`config.mk`:
```
export PLATFORM = sky130hd
export DESIGN_NAME = write_back_buffer
export DESIGN_NICKNAME = d
export VERILOG_FILES = /design/src/rtl/write_back_buffer.sv
export SDC_FILE = /design/constraint.sdc
export NUM_CORES = 1
export LEC_CHECK = 0
export ABC_AREA = 1
export BUFFER_PORTS_ARGS = -buffer_cell sky130_fd_sc_hd__buf_2
export CORE_UTILIZATION = 59
export DETAILED_ROUTE_END_ITERATION = 10
export GPL_ROUTABILITY_DRIVEN = 0
export PLACE_DENSITY = 0.82
export SYNTH_ARGS = -nofsm -noshare
export SYNTH_HDL_FRONTEND = slang
export SYNTH_SLANG_ARGS = --single-unit
export TNS_END_PERCENT = 50
```
`constraint.sdc`:
```
create_clock -name clk -period 3.1 [get_ports clk]
set_clock_uncertainty 0.15 [all_clocks]
set_input_delay 0 -clock clk [delete_from_list [all_inputs] [get_ports clk]]
set_output_delay 0 -clock clk [all_outputs]
set_load 0.01 [all_outputs]
```
`src/rtl/write_back_buffer.sv`:
```
// Register-file write-back buffer: FIFO of pending writes drained onto the single
// write port, with two youngest-match forwarding lookups for decode.
module write_back_buffer #(
    parameter int unsigned DEPTH = 4,
    parameter int unsigned PTR_W = 2
) (
    input  logic               clk,
    input  logic               reset,
    input  logic               in_valid,
    output logic               in_ready,
    input  logic [31:0]        in_alu_result,
    input  logic [31:0]        in_mem_data,
    input  logic [4:0]         in_dest_reg,
    input  logic               in_ctrl_memToReg,
    input  logic               in_ctrl_regWrite,
    input  logic               wb_stall,
    input  logic               flush,
    output logic [31:0]        write_data_into_reg,
    output logic [4:0]         write_register,
    output logic               ctrl_regWrite,
    input  logic [4:0]         fwd_query_1,
    input  logic [4:0]         fwd_query_2,
    output logic               fwd_hit_1,
    output logic               fwd_hit_2,
    output logic [31:0]        fwd_data_1,
    output logic [31:0]        fwd_data_2,
    output logic [PTR_W:0]     count
);

    localparam int unsigned CNT_W  = PTR_W + 1;
    localparam int unsigned DATA_W = 32;
    localparam int unsigned REG_W  = 5;

    logic [DATA_W-1:0] data_q [DEPTH];
    logic [REG_W-1:0]  dest_q [DEPTH];
    logic [PTR_W-1:0]  rd_ptr_q, rd_ptr_d;
    logic [PTR_W-1:0]  wr_ptr_q, wr_ptr_d;
    logic [CNT_W-1:0]  count_q, count_d;
    logic              empty_c, push_c, pop_c;
    logic [DATA_W-1:0] in_data_c;

    assign empty_c   = (count_q == '0);
    assign in_ready  = (count_q != CNT_W'(DEPTH));
    assign pop_c     = !empty_c && !wb_stall;
    // Items that write no register (or r0) are accepted but never stored.
    assign push_c    = in_valid && in_ready && in_ctrl_regWrite &&
                       (in_dest_reg != '0) && !flush;
    assign in_data_c = in_ctrl_memToReg ? in_mem_data : in_alu_result;

    assign ctrl_regWrite       = pop_c;
    assign write_data_into_reg = empty_c ? '0 : data_q[rd_ptr_q];
    assign write_register      = empty_c ? '0 : dest_q[rd_ptr_q];
    assign count               = count_q;

    always_comb begin
        rd_ptr_d = rd_ptr_q;
        wr_ptr_d = wr_ptr_q;
        count_d  = count_q;
        if (flush) begin
            rd_ptr_d = '0;
            wr_ptr_d = '0;
            count_d  = '0;
        end else begin
            if (push_c) wr_ptr_d = wr_ptr_q + PTR_W'(1);
            if (pop_c)  rd_ptr_d = rd_ptr_q + PTR_W'(1);
            count_d = count_q + CNT_W'(push_c) - CNT_W'(pop_c);
        end
    end

    always_ff @(posedge clk or negedge reset) begin
        if (!reset) begin
            rd_ptr_q <= '0;
            wr_ptr_q <= '0;
            count_q  <= '0;
            for (int unsigned i = 0; i < DEPTH; i++) begin
                data_q[i] <= '0;
                dest_q[i] <= '0;
            end
        end else begin
            rd_ptr_q <= rd_ptr_d;
            wr_ptr_q <= wr_ptr_d;
            count_q  <= count_d;
            if (push_c) begin
                data_q[wr_ptr_q] <= in_data_c;
                dest_q[wr_ptr_q] <= in_dest_reg;
            end
        end
    end

    // Walk occupied entries oldest to youngest so the youngest match is left standing.
    always_comb begin
        fwd_hit_1  = 1'b0;
        fwd_hit_2  = 1'b0;
        fwd_data_1 = '0;
        fwd_data_2 = '0;
        for (int unsigned i = 0; i < DEPTH; i++) begin
            if (CNT_W'(i) < count_q) begin
                if ((fwd_query_1 != '0) &&
                    (dest_q[PTR_W'(rd_ptr_q + PTR_W'(i))] == fwd_query_1)) begin
                    fwd_hit_1  = 1'b1;
                    fwd_data_1 = data_q[PTR_W'(rd_ptr_q + PTR_W'(i))];
                end
                if ((fwd_query_2 != '0) &&
                    (dest_q[PTR_W'(rd_ptr_q + PTR_W'(i))] == fwd_query_2)) begin
                    fwd_hit_2  = 1'b1;
                    fwd_data_2 = data_q[PTR_W'(rd_ptr_q + PTR_W'(i))];
                end
            end
        end
    end

endmodule
```
# After elaboration in Yosys (flattened, before gate mapping)
# Cells that the tools add are included.
word_totals:
  register_bits: 155
  latch_bits: 0
  mem_bits_rw: 0
  mem_bits_ro: 0
  inputBits: 86
  out_inout_bits: 108
  elab_cells: 134
  mem_count: 0
op_classes:
  addsub: 6
  mul: 0
  div_mod_pow: 0
  magnitude_cmp: 10
  eq_ne: 9
  shift: 0
  muxes: 70
  bitwise: 5
  reduce_logical: 23
op_table:
  columns: ["operator", "count"]
  rows:
  - ["two-way mux 32 bit", 27]
  - ["binary-select mux 32 bit (select 2 bit)", 4]
  - ["bitwise mux 128 bit", 1]
  - ["demux 32 bit (select 2 bit)", 1]
  - ["two-way mux 5 bit", 10]
  - ["binary-select mux 5 bit (select 2 bit)", 4]
  - ["== test 5 bit", 8]
  - ["bitwise mux 20 bit", 1]
  - ["two-way mux 1 bit", 16]
  - [">= comparator 3 bit (second input constant)", 5]
  - ["NOT 2 -> 3 bit", 5]
  - ["nonzero test 5 bit", 3]
  - ["logical AND 1 bit", 14]
  - ["demux 5 bit (select 2 bit)", 1]
  - ["two-way mux 2 bit", 4]
  - ["less-than comparator 1 x 3 -> 1 bit (first input constant)", 2]
  - ["less-than comparator 2 x 3 -> 1 bit (first input constant)", 2]
  - ["adder 2 x 1 -> 2 bit (second input constant)", 2]
  - ["adder 2 bit (second input constant)", 2]
  - ["nonzero test 2 bit", 2]
  - ["adder 3 x 1 -> 3 bit", 1]
  - ["zero test 1 bit", 3]
  - ["zero test 3 bit", 1]
  - ["less-than comparator 3 x 1 -> 1 bit (second input constant)", 1]
  - ["3 further kinds", 3]

# Depth between registers and ports, before layout
logic_depth:
  word_depth: 14
  depth_mapped: 18
  mapped_depth_nobuf: 14

# Least setup slack after synthesis
# OpenSTA, ideal clock, no wires.
synth_path:
  path_kind: "register to register"
  from: "register count_q[2], in the netlist count[2]"
  to: "register count_q[2], in the netlist count[2]"
  setup_time_ps: 123
  arrival_time_ps: 2188
  required_ps: 2827
  path_slack_ps: 638
  path_stages_with_launch: 14
  path_buffers: 0
  synth_period_minus_slack_ps: 2462
  cell_sequence: "dfrtp_1 > inv_1 > nor3_1 > inv_1 > nand3_1 > a21oi_1 > nand2_1 > ha_1 > inv_1 > ha_1 > inv_1 > fa_1 > o21ai_0 > a21oi_1"
synth_via:
  elab_chain_cells: 8
  elab_cells_between_ends: 11
  classes_between: "add/sub (2); eq/ne (1); mux (1); reduce/logical (7)"
synth_lines:
  columns: ["item", "line", "text"]
  rows:
  - ["from (decl)", "38", "logic [CNT_W-1:0] count_q, count_d;"]
  - ["from (signal assigned)", "82", "count_q <= count_d;"]
  - ["!= test 3 bit", "43", "assign in_ready = (count_q != CNT_W'(DEPTH));"]
  - ["via in_ready", "10", "output logic in_ready,"]
  - ["logical AND 1 bit (3 in a row)", "46", "assign push_c = in_valid && in_ready && in_ctrl_regWrite &&"]
  - ["logical AND 1 bit", "47", "(in_dest_reg != '0) && !flush;"]
  - ["adder 3 x 1 -> 3 bit", "66", "count_d = count_q + CNT_W'(push_c) - CNT_W'(pop_c);"]
  - ["subtractor 3 x 1 -> 3 bit", "66", null]
  - ["two-way mux 3 bit", "59", "if (flush) begin"]
  - ["via count_d[2]", "38", null]
# The timed path passes the listed nets, and every way through them passes these cells.
# A chain may end at the register's enable or synchronous reset.

# Worst setup path after layout
layout_path:
  from: "register rd_ptr_q[0]"
  to: "output fwd_data_2[19]"
layout_via:
  elab_chain_cells: 14
  elab_cells_between_ends: 47
  classes_between: "add/sub (3); eq/ne (4); mux (32); bitwise (4); reduce/logical (4)"
layout_lines:
  columns: ["item", "line", "text"]
  rows:
  - ["from (decl)", "36", "logic [PTR_W-1:0] rd_ptr_q, rd_ptr_d;"]
  - ["from (signal assigned)", "80", "rd_ptr_q <= rd_ptr_d;"]
  - ["branches (longest 13 deep; another with adder 2 x 1 -> 2 bit)", null, null]
  - ["two-way mux 32 bit (*)", "97", "if (CNT_W'(i) < count_q) begin"]
  - ["to (decl)", "26", "output logic [31:0] fwd_data_2,"]
# Mark *: on every way between the ends. The select of a mux whose other input is x is not followed.

==> impl_results.md <==
* Layout Nets at between 2000 and 2500
* Top Ports at around 190
* Max Fclk at 326.3 MHz
* CP startpoint kind: flop
* Clock sinks at 155
* DIE HEIGHT at 153.1 um
* Non-Filler Instances at 2668
* Slew HR at 0.3123
* R2r startpoint: count[2]
* Area Overhead vs Synth at 20.75%
* Dpl cell area at 14510 um2
* Sequential fraction of the synthesis area at 0.2878
* Max rail drop VDD at ~0.0005 V
* Commonest non-fill, non-tap cells in the layout: 724 x nand2_1, 300 x o21ai_0, 263 x nor2_1
* Avg Cell Area, Syn at ~6.2 um2
* CTS Root Cell: clkbuf_16
* Core area at 22090 um2
* ANT cells at 0
* Seq cells post-synth at approximately 160
* Critical path fanouts, max at 26
* DP Cell Count at 2539
* Final setup vio count at 0
* First-pass GRT wire length at 69500 um
* DRC Markers at 0
* Fin crit share at 0.9885
* Number of hold violations in the final report at 0
* Die W at 153.1 um
* Status: finished, final reports clean
* H-tree levels at 4
* Total of max-cap violations at 0
* CTS buffer count at 17
* Final min period at ~3.1 ns
* Worst setup startpoint: rd_ptr_q[0]
* Dominant synthesized flop cell: dfrtp_1
* Post-route ant nets at 0
* Clock Path Buffers at 2
* Vias in the first global route at 13910
* Pins Over Slew Limit at 0
* Initial antenna violation count at 0
* Crit end category: primary output
* Mapped Cells at 2171
* Post-synthesis cell area at about 13000 um2
* Smallest hold slack at 0.07952 ns
* R2R depth at 13
* HP Class: in2async
* Clock Pin Slew Worst Setup and Hold Paths at 0.07 ns
* Drt wl/cell at 16.77 um
* Worst Max-Slew Pin Slew at 1.032 ns
* Share of layout cells above drive strength 1 at 0.1859
* Yosys warnings at 0
* DRT iter0 DRCs at 1993
* Leak pwr at 8.290 nW
* Worst Path Required at about 3.0 ns
* HPWL Detailed at 27580 um
* Via-per-instance ratio at 5.828
* Setup TNS at 0 ns
* Port bufs at 193
* Arrival time worst endpoint at slightly below 3 ns
* Row cnt at 54
* Asr flop ratio synth at 1.000
* Pin count of the biggest net entering global routing at 157
* Clk_lat worst skew at 0.44 ns
* Gr ovfl total at 0
* Count of flip-flops with a built-in enable after synthesis at 0
* Post-Syn Nets at 2266
* TritonRoute pass-1 iters at 8
* Initial Utilization at 0.6100
* Synth cell types at 28
* Kind of critical path: reg2out
* Power per Cell Area at 916.4 nW/um2
* Commonest non-fill, non-tap cell in the layout: nand2_1
* TritonCTS clock tree: yes
* Die area at ~23000 um2
* Total track usage at 0.3675
* Final Cell Area at ~16000 um2
* DRT Wirelength at 44740 um
* Via Count at 15550
## layout make-up
class / count / area [um2]
Inverter: 177 / 666.9
Multi-Input combinational cell: 1685 / 8214
Tap cell: 280 / 350.3
Timing Repair Buffer: 339 / 2531
Clock buffer: 18 / 439.2
Sequential cell: 155 / 3889
Clock inverter: 14 / 183.9
Fill cell: 1724 / 5819
## per-stage QoR
step | setup slack, ns | total power, mW | util
final | 0.03580 | 14.91 | 0.7366
after global routing | -0.03592 | 15.99 | 0.7366
after CTS | 0.004139 | 14.23 | 0.7215
after detailed placement | 0.2675 | 11.82 | 0.6567
after global placement | 0.3414 | 11.63 | 0.6567
after floorplan | 0.6383 | 9.190 | -
## what timing repair did
action                     in CTS  in global routing
gates cloned                    0                  4
hold endpoints to repair      260                  0
setup endpoints to repair      66                137
gates resized for setup         8                 34
pin swaps                       1                  5
buffers inserted                2                 16
hold buffers                   75                  0
## power breakdown
group	switching [mW]	internal, mW	total [mW]
clock	0.940	1.31	2.25
combinational	6.49	3.11	9.60
sequential	0.392	2.67	3.06
## path summary, 6_finish.rpt
kind | to | slack (ns)
max | fwd_data_2[19] | 0.04
min | dest_q[18] | 0.08
min reg2reg | data_q[109] | 0.38
max in group asynchronous | data_q[114] | 1.80
min in group clk | count[0] | 0.18
max reg2reg | count[1] | 0.06
## cell usage after synthesis (2+ instances only)
library cell / n / area, um2
a21oi_1: 8 / 40.04
nand3_2: 2 / 20.02
buf_6: 11 / 123.9
nand3_1: 127 / 635.6
nand2_1: 725 / 2721
nor3_1: 3 / 15.01
mux2_2: 104 / 1171
buf_2: 67 / 335.3
o21ai_0: 301 / 1506
nand4_1: 66 / 412.9
ha_1: 8 / 100.1
nor2_2: 2 / 12.51
buf_1: 9 / 33.78
nor2_1: 269 / 1010
nand2_2: 3 / 18.77
inv_2: 4 / 15.01
a21oi_4: 2 / 32.53
o21ai_1: 47 / 235.2
o21ai_2: 4 / 35.03
xor2_1: 6 / 52.55
nor2_4: 4 / 45.04
clkbuf_1: 47 / 176.4
dfrtp_1: 155 / 3879
inv_1: 173 / 649.4
buf_4: 21 / 157.7
## critical path, stage by stage (launching register included)
cell	delay, ns
dfrtp_4	0.54
inv_4	0.14
nand2_1	0.11
nand2_4	0.16
buf_12	0.16
nand3_2	0.08
o21ai_2	0.11
inv_2	0.06
a21oi_1	0.14
o21ai_1	0.12
nor2_4	0.20
buf_12	0.14
clkbuf_16	0.20
nand2_1	0.06
nand2_1	0.10
buf_2	0.14
## state kept, by name, indices dropped and copies added (netlist names)
name / flops
data_q: 128
wr_ptr_q: 2
rd_ptr_q: 2
count: 3
dest_q: 20
## kinds of logic after synthesis
group                      after synthesis  synth area share
and+or+nand+nor                       1203            0.3646
AOI/OAI and AO/OA                      362            0.1372
buffers and inverters                  332            0.1107
DFF                                    155            0.2878
muxes                                  104           0.08689
adders and majority gates                9          0.008912
xor gates and xnor gates                 6          0.003899
## routing by layer
metal  wire length, um  share of wire  GRT usage
met2             19900           0.44     0.5849
met3              5193           0.12    0.06408
met1             18010           0.40     0.4929
met5                 0              0          0
met4              1630          0.036     0.1549
(Power assumes the default switching activity.)
